<file path="src/rtl/mux_8to1_rr_arbiter_pkg.sv">
// Shared definitions for the 8-requester round-robin mux arbiter.
//   state_t     : arbiter FSM state (IDLE / GRANT)
//   N_REQ       : number of requesters
//   SEL_W       : width of a requester index
//   RESET_LAST  : pointer value after reset, so requester 0 wins first
//   onehot()    : index -> one-hot grant vector
package mux_8to1_rr_arbiter_pkg;

    localparam int unsigned N_REQ = 8;
    localparam int unsigned SEL_W = 3;

    localparam logic [SEL_W-1:0] RESET_LAST = 3'd7;

    typedef enum logic {
        ST_IDLE  = 1'b0,
        ST_GRANT = 1'b1
    } state_t;

    function automatic logic [N_REQ-1:0] onehot(input logic [SEL_W-1:0] idx);
        logic [N_REQ-1:0] v;
        v      = '0;
        v[idx] = 1'b1;
        return v;
    endfunction

endpackage

</file>
<file path="src/rtl/mux_8to1_rr_arbiter_rr_pick8.sv">
// Combinational round-robin pick over 8 requests.
//   req  : request vector
//   last : previous winner (lowest priority)
//   pick : first set bit scanning upward from last+1 with wrap 7->0
//   any  : at least one request present
module rr_pick8
    import mux_8to1_rr_arbiter_pkg::*;
(
    input  logic [N_REQ-1:0] req,
    input  logic [SEL_W-1:0] last,
    output logic [SEL_W-1:0] pick,
    output logic             any
);

    logic             found;
    logic [SEL_W-1:0] idx;

    // Offset 8 wraps to last itself, so the previous winner is checked last.
    always_comb begin
        pick  = '0;
        found = 1'b0;
        idx   = '0;
        any   = |req;
        for (int k = 1; k <= 8; k++) begin
            idx = last + SEL_W'(k);
            if (!found && req[idx]) begin
                pick  = idx;
                found = 1'b1;
            end
        end
    end

endmodule

</file>
<file path="src/rtl/mux_8to1_rr_arbiter.sv">
// Round-robin arbiter sharing one 8:1 bit mux among 8 requesters.
//   clk, rst  : clock, synchronous active-high reset
//   req       : per-requester level request
//   in        : per-requester data bit
//   gnt       : registered one-hot grant (zero when idle)
//   sel       : registered index of current/last grantee
//   busy      : registered, equals |gnt
//   out       : registered in[sel] sampled during a granted cycle
//   out_valid : out carries data from an active grant
module mux_8to1_rr_arbiter
    import mux_8to1_rr_arbiter_pkg::*;
#(
    parameter int unsigned MAX_HOLD = 4,
    parameter int unsigned HOLD_W   = 8
) (
    input  logic             clk,
    input  logic             rst,
    input  logic [N_REQ-1:0] req,
    input  logic [N_REQ-1:0] in,
    output logic [N_REQ-1:0] gnt,
    output logic [SEL_W-1:0] sel,
    output logic             busy,
    output logic             out,
    output logic             out_valid
);

    state_t            state, state_d;
    logic [SEL_W-1:0]  last_q, last_d;
    logic [HOLD_W-1:0] hold_q, hold_d;
    logic [N_REQ-1:0]  gnt_d;
    logic [SEL_W-1:0]  sel_d;
    logic              busy_d;
    logic              out_d;
    logic              out_valid_d;

    logic [SEL_W-1:0]  pick_base;
    logic [SEL_W-1:0]  pick;
    logic              any;
    logic              hold_ok;

    // While granted, a release re-arbitrates as if last were already sel.
    assign pick_base = (state == ST_GRANT) ? sel : last_q;

    rr_pick8 u_pick (
        .req  (req),
        .last (pick_base),
        .pick (pick),
        .any  (any)
    );

    assign hold_ok = (MAX_HOLD == 0) || (hold_q < HOLD_W'(MAX_HOLD));

    // Next-state, grant and data-path logic.
    always_comb begin
        state_d     = state;
        last_d      = last_q;
        hold_d      = hold_q;
        gnt_d       = gnt;
        sel_d       = sel;
        busy_d      = busy;
        out_d       = out;
        out_valid_d = 1'b0;

        if (state == ST_GRANT) begin
            out_d       = in[sel];
            out_valid_d = 1'b1;
        end

        case (state)
            ST_IDLE: begin
                if (any) begin
                    state_d = ST_GRANT;
                    gnt_d   = onehot(pick);
                    sel_d   = pick;
                    busy_d  = 1'b1;
                    hold_d  = HOLD_W'(1);
                end
            end
            ST_GRANT: begin
                if (req[sel] && hold_ok) begin
                    if (hold_q != '1) begin
                        hold_d = hold_q + HOLD_W'(1);
                    end
                end else begin
                    last_d = sel;
                    if (any) begin
                        gnt_d  = onehot(pick);
                        sel_d  = pick;
                        busy_d = 1'b1;
                        hold_d = HOLD_W'(1);
                    end else begin
                        state_d = ST_IDLE;
                        gnt_d   = '0;
                        busy_d  = 1'b0;
                        hold_d  = '0;
                    end
                end
            end
            default: begin
                state_d = ST_IDLE;
            end
        endcase
    end

    // State and output registers.
    always_ff @(posedge clk) begin
        if (rst) begin
            state     <= ST_IDLE;
            last_q    <= RESET_LAST;
            hold_q    <= '0;
            gnt       <= '0;
            sel       <= '0;
            busy      <= 1'b0;
            out       <= 1'b0;
            out_valid <= 1'b0;
        end else begin
            state     <= state_d;
            last_q    <= last_d;
            hold_q    <= hold_d;
            gnt       <= gnt_d;
            sel       <= sel_d;
            busy      <= busy_d;
            out       <= out_d;
            out_valid <= out_valid_d;
        end
    end

endmodule

</file>
<file path="config.mk">
export PLATFORM = sky130hd
export DESIGN_NAME = mux_8to1_rr_arbiter
export DESIGN_NICKNAME = d
export VERILOG_FILES = /design/src/rtl/mux_8to1_rr_arbiter_pkg.sv /design/src/rtl/mux_8to1_rr_arbiter_rr_pick8.sv /design/src/rtl/mux_8to1_rr_arbiter.sv
export SDC_FILE = /design/constraint.sdc
export NUM_CORES = 1
export LEC_CHECK = 0
export ABC_AREA = 1
export BUFFER_PORTS_ARGS = -buffer_cell sky130_fd_sc_hd__buf_2
export CORE_ASPECT_RATIO = 0.8
export CORE_MARGIN = 2
export CORE_UTILIZATION = 55
export DETAILED_ROUTE_END_ITERATION = 8
export PLACE_DENSITY = 0.74
export SYNTH_ARGS = -nofsm -noshare
export SYNTH_HDL_FRONTEND = slang
export SYNTH_SLANG_ARGS = --single-unit
</file>
<file path="constraint.sdc">
create_clock -name clk -period 5 [get_ports clk]
set_input_delay 0.25 -clock clk [delete_from_list [all_inputs] [get_ports clk]]
set_output_delay 0.25 -clock clk [all_outputs]
set_load 0.005 [all_outputs]
</file>
==> results.toml, run 1 <==
[clock_network]
cts_sinks = 26
cts.repair.resized = 0
cts_tree = "built"
cts_setup_buffers = 0
clk_latency_ps = 270
clk_path_buf_depth = 2
cts_hold_buffers = 0
ctsHtreeMaxLevel = 1
numCtsBuffers = 3
cts.reportedPaths.clkPinSlew_ps = 90
root_buffer = "clkbuf_8"

[synth]
yosysMostFrequentCell = "nand2_1"
syn_area_per_cell_um2 = 6.45
synth_top_area_share = 0.227
ys_seq_elements = 26
synth_area_um2 = 2290
syn-num-nets = 376
yosysTopAreaCell = "dfxtp_1"
synth_common_cells = "nand2_1 (76), nand3_1 (61), inv_1 (38), nor2_1 (38), dfxtp_1 (26)"
netlist_instances = 355
synth_area_leaders = "dfxtp_1 (23%), nand3_1 (13%), nand2_1 (12%)"
synth-async-reset-ratio = 0
yosys_warnings = 0
synth_cell_types = 38
synth_edf_count = 0
yosysSeqAreaShare = 0.227
synth_ff_type = "dfxtp_1"

[job]
drv_cap = 0

[sta]
skew_ps = 4.85
slew_headroom = 0.636
fin_crit_sh = 0.697
rsz0062_at_grt = "false"
setup_viol = 0
layout_min_cycle_time_ps = 3480
fmax_mhz = 287
slew_violations = 0
fin_ws_ps = 1520
tightest_slew_ps = 545
setup_tns_ps = 0
hold_viol = 0

[global_routing]
grt_use_total = 0.263
grt_max_degree = 15
overflow = 0
antenna_found_initial = 0
grt_pass1_wl_mm = 9.79
grt_pass1_vias = 2056

[power_and_ir_drop]
p_leak_nw = 1.29
ir_drop_mv = 0.253
p_per_area_nw_per_um2 = 574

[layout]
diodes = 0
fillers = 354
drive_above_1_share = 0.241
area_delta_synth_final_pct = 9.50
final_nets = 404
utilization = 0.643

[floorplan]
fp.dieW_um = 76.2
row_count = 20
die_area_um2 = 4700
core_um2 = 3900
io_pins = 32
start_util = 0.587
die_y_um = 61.7

[routing]
vias_per_cell = 5.52
initialDrtViolationCount = 239
drtPass1Iterations = 5
route.vias.total = 2411
antenna_left = 0
drc = 0
post_drt_wl_per_cell_um = 13.6
wirelength_mm = 5.94

[critical_path]
max_stage_delay_ps = 680
required_ps = 5210
crit_arrival_ps = 3700
worst_path_max_delay_cell = "dfxtp_1"
critPathKind = "reg -> reg"
cp_common_cell = "nor2_1"
endpoint_kind = "register"
start_kind = "register"
reg2reg_setup_slack_ps = 1520
crit_chain = "nand2_4 -> nand2_4 -> inv_1 -> ha_1 -> inv_1 -> nand3_1 -> nand2_1 -> o21ai_2 -> inv_2 -> nand3_2 -> nor2_1 -> nor2_1 -> nand3_2 -> nor2_1 -> nand2_1 -> a21oi_2"
critPathMaxFanout = 14

[placement]
gp_congestion = 1.01
pre_cts_slack_ps = 1630
portBuffers = 31
dpl.hpwl_mm = 4.77

[hold_path]
hold_class = "in -> reg"

[outcome]
outcome = "complete, no violations"
-- path summary, 6_finish.rpt --
| check | startpoint | end | depth (start not counted) |
|---|---|---|---|
| worst max-delay path | state | gnt[4] | 16 |
| worst max register to register | state | gnt[4] | 16 |
| worst min register to register | gnt[5] | gnt[5] | 2 |
| worst min-delay path | rst | gnt[3] | 2 |
-- cell type report --
type | instances | area (µm²) | area share
Inverter | 46 | 173 | 0.0688
Clock buffer | 4 | 55.1 | 0.0219
Timing Repair Buffer | 31 | 155 | 0.0618
Tap cell | 55 | 68.8 | 0.0274
Multi-Input combinational cell | 275 | 1540 | 0.612
Sequential cell | 26 | 520 | 0.207
-- metal layers --
metal,GRT usage,up-vias,share of wire
met5,0,-,0
met2,0.415,107,0.41
met4,0.0286,0,0.0017
li1,-,1229,-
met3,0.0405,2,0.080
met1,0.397,1073,0.51
-- where the power goes --
group | internal [mW] | leakage (nW) | switching (mW)
Clock | 0.0705 | 0.0288 | 0.0671
Sequential | 0.255 | 0.213 | 0.0479
Combinational | 0.317 | 1.05 | 0.683
Total | 0.643 | 1.29 | 0.798
-- cells by family after synthesis --
logic type,after synthesis,synth area share
buffers and inverters,54,0.102
DFF,26,0.227
adders and majority gates,3,0.0164
and+or+nand+nor,230,0.539
AOI/OAI and AO/OA,42,0.116
-- sequential cells by signal, indices dropped and copies added (netlist names) --
signal     cells
out_valid      1
sel            3
last_q         3
hold_q         8
busy           1
out            1
gnt            8
state          1
-- metrics by stage --
step | area (µm²) | hold slack [ps] | power (mW) | instances
floorplan | 2290 | 404 | 1.09 | 355
global placement | 2450 | 432 | 1.28 | 433
detailed placement | 2450 | 445 | 1.29 | 433
CTS | 2510 | 317 | 1.43 | 437
global route | 2510 | 345 | 1.58 | 437
finish | 2510 | 325 | 1.44 | 437
-- cells in the final DEF, fill, tap and decap left out, types with 2 or more instances in the layout --
cell / count
o21ai_2: 2
nand2_2: 14
nand4_1: 6
clkbuf_8: 4
nand2_4: 9
o21ai_0: 14
nand3_2: 12
o21ai_1: 3
a21oi_1: 11
buf_2: 31
o22ai_1: 2
inv_1: 38
o21ai_4: 2
dfxtp_1: 26
nor2_4: 3
nand3_1: 61
ha_1: 3
inv_2: 8
nor4_1: 3
nand2_1: 76
nor2_1: 38
o211ai_1: 3
-- critical path: cells and delay by family (launching register included) --
| family | cells | cell delay (ps) |
|---|---|---|
| buffers and inverters | 3 | 410 |
| AND/OR/NAND/NOR | 10 | 1410 |
| flip-flops | 1 | 680 |
| adder cells (fa/ha/maj) | 1 | 480 |
| AO/OA/AOI/OAI | 2 | 420 |
No activity file was read; power rests on OpenSTA's default activity.
==> run 2: changes to the inputs <==
--- a/config.mk
+++ b/config.mk
@@ -9,9 +9,9 @@
 export BUFFER_PORTS_ARGS = -buffer_cell sky130_fd_sc_hd__buf_2
 export CORE_ASPECT_RATIO = 0.8
 export CORE_MARGIN = 2
-export CORE_UTILIZATION = 55
+export CORE_UTILIZATION = 52
 export DETAILED_ROUTE_END_ITERATION = 8
-export PLACE_DENSITY = 0.74
+export PLACE_DENSITY = 0.73
 export SYNTH_ARGS = -nofsm -noshare
 export SYNTH_HDL_FRONTEND = slang
 export SYNTH_SLANG_ARGS = --single-unit
==> constraint.sdc (replaced) <==
create_clock -name clk -period 3.2 [get_ports clk]
set_input_delay 0.16 -clock clk [delete_from_list [all_inputs] [get_ports clk]]
set_output_delay 0.16 -clock clk [all_outputs]
set_load 0.005 [all_outputs]
==> results.toml, run 2 (same netlist as run 1, synthesis figures left out) <==
[critical_path]
critPathKind = "reg -> reg"
critPathMaxFanout = 8
endpoint_kind = "register"
cp_common_cell = "nand2_1"
path_delay_family = "simple AND/OR/NAND/NOR gates"
path_buf_inv = 3
start_kind = "register"
max_stage_delay_ps = 430
required_ps = 3400
crit_arrival_ps = 2940
crit_chain = "inv_2 -> nand2_1 -> o21ai_4 -> ha_1 -> inv_1 -> nand3_1 -> nand2_1 -> nand2_1 -> nand2_2 -> nand3_4 -> nor2_8 -> nand4_4 -> nor2_2 -> inv_1 -> nand3_2 -> nand2_1 -> nor2_1 -> nor2_1 -> nor2_1"
worst_path_max_delay_cell = "dfxtp_1"

[layout]
final_nets = 412
final_area_um2 = 2560
layout_commonest_cell = "nand2_1"
reg_top3 = "gnt (8), hold_q (8)"
diodes = 0
drive_above_1_share = 0.257
fillers = 410
layout_common_cells = "nand2_1 (76), nand3_1 (61), inv_1 (38), nor2_1 (38), buf_2 (31)"
area_delta_synth_final_pct = 11.7

[clock_network]
cts_sinks = 26
cts_setup_buffers = 0
root_buffer = "clkbuf_8"
cts_tree = "built"
clk_latency_ps = 260
ctsHtreeMaxLevel = 1
clk_path_buf_depth = 2
cts_hold_buffers = 0
numCtsBuffers = 3
cts.reportedPaths.clkPinSlew_ps = 90

[floorplan]
fp.dieW_um = 78.2
row_count = 21
start_util = 0.545
io_pins = 32
core_um2 = 4200
die_y_um = 63.4
die_area_um2 = 4960

[global_routing]
grt_max_degree = 14
grt_use_total = 0.246
overflow = 0
grt_pass1_wl_mm = 10.0
antenna_found_initial = 0
grt_pass1_vias = 2165

[sta]
fin_ws_ps = 464
slew_headroom = 0.747
layout_min_cycle_time_ps = 2740
slew_violations = 0
skew_ps = 7.19
tightest_slew_ps = 378
rsz0062_at_grt = "false"
fmax_mhz = 365
hold_viol = 0
setup_tns_ps = 0
setup_viol = 0
fin_crit_sh = 0.855

[power_and_ir_drop]
ir_drop_mv = 0.356
p_leak_nw = 1.33
p_per_area_nw_per_um2 = 875

[placement]
dpl.hpwl_mm = 4.69
portBuffers = 31
placed_area_um2 = 2520
gp_congestion = 0.963
pre_cts_slack_ps = 319

[job]
drv_cap = 0

[routing]
initialDrtViolationCount = 182
wl_met2_mm = 2.45
drc = 0
top_layer = "met4"
wl_met1_mm = 2.86
drtPass1Iterations = 6
antenna_left = 0
post_drt_wl_per_cell_um = 12.8
vias_per_cell = 5.48
wl_met3_um = 404
route.vias.total = 2442
wirelength_mm = 5.73

[hold_path]
hold_class = "in -> reg"

[outcome]
outcome = "complete, no violations"
[run 2: stage by stage]
| stage | hold slack (ps) | total power, mW | util | cells |
|---|---|---|---|---|
| after floorplan | 314 | 1.70 | - | 355 |
| after global placement | 433 | 2.04 | 0.599 | 443 |
| after detailed placement | 443 | 2.05 | 0.599 | 443 |
| after CTS | 220 | 2.23 | 0.608 | 446 |
| after global routing | 231 | 2.47 | 0.609 | 446 |
| final | 225 | 2.24 | 0.609 | 446 |
[run 2: layout make-up]
type	count	area, µm²	share of cell area
tap	57	71.3	0.0279
inverter	46	173	0.0675
sequential	26	522	0.204
clock buffer	3	41.3	0.0161
multi-input combinational	275	1540	0.600
timing repair buffer	39	215	0.0841
[run 2: worst paths after layout]
check	from	cells past startpoint	slack, ps	to
worst max-delay path	sel[1]	19	460	gnt[7]
worst min-delay path	rst	2	220	gnt[4]
worst max register to register	sel[1]	19	460	gnt[7]
worst min register to register	gnt[1]	2	450	gnt[1]
[run 2: what timing repair did]
item / 4_1_cts / 5_1_grt
setup endpoints to repair: 0 / 1
endpoints found under the hold margin: 0 / 0
resized for setup: 0 / 1
[run 2: power by group]
part	internal [mW]	total, mW	switching, mW
clock network	0.0840	0.176	0.0919
registers	0.399	0.459	0.0596
logic	0.528	1.60	1.08
total	1.01	2.24	1.23
[run 2: per-layer routing]
metal / vias up / GRT usage
li1: 1247 / -
met1: 1107 / 0.383
met2: 86 / 0.366
met3: 2 / 0.0387
met4: 0 / 0.0241
met5: - / 0
==> run 3: changes to the inputs <==
--- a/config.mk
+++ b/config.mk
@@ -5,13 +5,12 @@
 export SDC_FILE = /design/constraint.sdc
 export NUM_CORES = 1
 export LEC_CHECK = 0
-export ABC_AREA = 1
 export BUFFER_PORTS_ARGS = -buffer_cell sky130_fd_sc_hd__buf_2
 export CORE_ASPECT_RATIO = 0.8
 export CORE_MARGIN = 2
 export CORE_UTILIZATION = 52
 export DETAILED_ROUTE_END_ITERATION = 8
-export PLACE_DENSITY = 0.73
+export PLACE_DENSITY = 0.74
 export SYNTH_ARGS = -nofsm -noshare
 export SYNTH_HDL_FRONTEND = slang
 export SYNTH_SLANG_ARGS = --single-unit
==> constraint.sdc (replaced) <==
create_clock -name clk -period 3.2 [get_ports clk]
set_input_delay 0.48 -clock clk [delete_from_list [all_inputs] [get_ports clk]]
set_output_delay 0.48 -clock clk [all_outputs]
set_load 0.005 [all_outputs]
==> results.toml, run 3 <==
[clock_network]
cts_sinks = 26
root_buffer = "clkbuf_8"
ctsHtreeMaxLevel = 1
numCtsBuffers = 3
cts.reportedPaths.clkPinSlew_ps = 90
cts_tree = "built"
cts_hold_buffers = 0
clk_path_buf_depth = 2
clk_latency_ps = 270

[critical_path]
r2r_start = "state"
crit_arrival_ps = 3220
critPathMaxFanout = 6
critPathKind = "reg -> reg"
endpoint_kind = "register"
worstReg2RegEnd = "gnt[5]"
reg2reg_setup_slack_ps = 140
start_kind = "register"
reg2regPathDepth = 9
required_ps = 3360

[synth]
synth.area.mux_share = 0.309
synth_simple_gate_area_frac = 0.205
yosysSeqAreaShare = 0.237
synth_top_area_share = 0.237
synth_common_cells = "nand2_1 (29), nor2_1 (27), dfxtp_1 (26)"
synth_compound_area_frac = 0.169
yosys_warnings = 0
synth_area_um2 = 2190
synth_ff_type = "dfxtp_1"
syn-num-nets = 262
synth_area_leaders = "dfxtp_1 (24%), mux4_2 (14%), mux2i_1 (9.1%)"
synth_top_family_by_area = "multiplexers"
netlist_instances = 241
synth-async-reset-ratio = 0
yosysMostFrequentCell = "nand2_1"
syn_area_per_cell_um2 = 9.10
ys_seq_elements = 26
yosysTopAreaCell = "dfxtp_1"
synth_edf_count = 0
synth_xor_xnor_area_share = 0.0120
synth_cell_types = 54
synth_adder_area_share = 0.0171

[global_routing]
grt_pass1_wl_mm = 8.78
antenna_found_initial = 0
grt_max_degree = 16
overflow = 0
grt_pass1_vias = 1766
grt_use_total = 0.232

[routing]
vias_per_cell = 6.01
route.vias.total = 2002
drtPass1Iterations = 4
initialDrtViolationCount = 211
post_drt_wl_per_cell_um = 16.2
drc = 0
antenna_left = 0
wirelength_mm = 5.39

[floorplan]
die_area_um2 = 4760
core_um2 = 4130
fp.dieW_um = 76.6
die_y_um = 62.1
io_pins = 32
start_util = 0.532
row_count = 21

[layout]
utilization = 0.616
fillers = 351
reg_top3 = "gnt (8), hold_q (8)"
diodes = 0
drive_above_1_share = 0.322
layout_common_cells = "buf_2 (31), nand2_1 (29), nor2_1 (27)"
area_delta_synth_final_pct = 15.9
final_nets = 298
layout_commonest_cell = "buf_2"

[sta]
setup_viol = 0
tightest_slew_ps = 615
rsz0062_at_grt = "false"
fin_crit_sh = 0.956
fmax_mhz = 327
slew_violations = 0
layout_min_cycle_time_ps = 3060
fin_ws_ps = 141
hold_viol = 0
skew_ps = 6.48
slew_headroom = 0.587

[placement]
pre_cts_slack_ps = -16.7
portBuffers = 31
gp_congestion = 0.958
dpl.hpwl_mm = 4.18

[power_and_ir_drop]
p_int_mw = 1.36
p_sw_frac = 0.423
p_clk_frac = 0.114
ir_drop_mv = 0.558
switchingPower_mw = 0.999
pwr-share-seq = 0.194
power_frac_comb = 0.692
p_per_area_nw_per_um2 = 928
p_leak_nw = 1.04

[hold_path]
worstHoldStart = "gnt[7]"
hold_class = "reg -> reg"
min_path_cells = 2
whs_endpoint = "gnt[7]"

[job]
drv_cap = 0

[outcome]
outcome = "complete, no violations"
==> run 3: area by class of cell <==
| class | count | area, µm² | area share |
|---|---|---|---|
| multi-input combinational | 193 | 1560 | 0.615 |
| sequential | 26 | 524 | 0.206 |
| timing repair buffer | 47 | 288 | 0.113 |
| tap | 57 | 71.3 | 0.0281 |
| clock buffer | 3 | 41.3 | 0.0162 |
| clock inverter | 1 | 30.0 | 0.0118 |
| inverter | 6 | 25.0 | 0.00984 |
==> run 3: what timing repair did <==
| action | CTS | global route |
|---|---|---|
| gates resized for setup | 1 | 1 |
| buffers inserted | 1 | 0 |
| pin swaps | 0 | 1 |
| endpoints found under the setup margin | 6 | 5 |
==> run 3: through the flow <==
| step | setup TNS [ps] | instance area, µm² | power (mW) | hold slack (ps) | instances |
|---|---|---|---|---|---|
| 6_report | 0 | 2540 | 2.36 | 447 | 333 |
| 4_1_cts | 0 | 2540 | 2.35 | 451 | 333 |
| 2_1_floorplan | 0 | 2200 | 1.64 | 428 | 241 |
| 3_3_place_gp | 0 | 2450 | 2.04 | 435 | 328 |
| 5_1_grt | 0 | 2540 | 2.52 | 468 | 333 |
| 3_5_place_dp | -29.3 | 2450 | 2.05 | 437 | 328 |
==> run 3: per-layer routing <==
| layer | global-route usage | vias up | share of wire |
|---|---|---|---|
| met2 | 0.374 | 80 | 0.45 |
| li1 | - | 975 | - |
| met3 | 0.0390 | 4 | 0.062 |
| met4 | 0.0208 | 0 | 0.0065 |
| met1 | 0.346 | 943 | 0.48 |
| met5 | 0 | - | 0 |
==> run 3: power by group through the flow <==
stage,combinational [mW],sequential (mW),clock [mW]
finish,1.63,0.458,0.268
global route,1.77,0.470,0.285
CTS,1.61,0.459,0.274
detailed placement,1.58,0.467,0
global placement,1.58,0.464,0
floorplan,1.19,0.456,0
==> run 3: critical path, stage by stage, from the launching register on <==
cell	delay (ps)
dfxtp_4	400
mux2i_4	320
buf_12	150
mux2_2	370
mux4_2	530
or4b_1	560
a31oi_1	190
o32a_2	210
nand2b_1	140
o21ai_1	60
==> run 3: worst max path at each step <==
stage,from,endpoint,slack [ps],cells after the start
6_report,state,gnt[5],140,9
5_1_grt,state,gnt[5],8,9
2_1_floorplan,state,gnt[1],20,12
4_1_cts,state,gnt[5],100,9
3_5_place_dp,state,gnt[5],-20,9
3_3_place_gp,state,gnt[5],100,9
==> run 3: cell families (layout without fill, tap and decap cells) <==
| family | after synthesis | after routing |
|---|---|---|
| flops | 26 | 26 |
| xor+xnor | 3 | 3 |
| buf+inv | 22 | 57 |
| fa+ha+maj | 3 | 3 |
| compound gates | 51 | 51 |
| mux | 45 | 45 |
| simple gates | 91 | 91 |
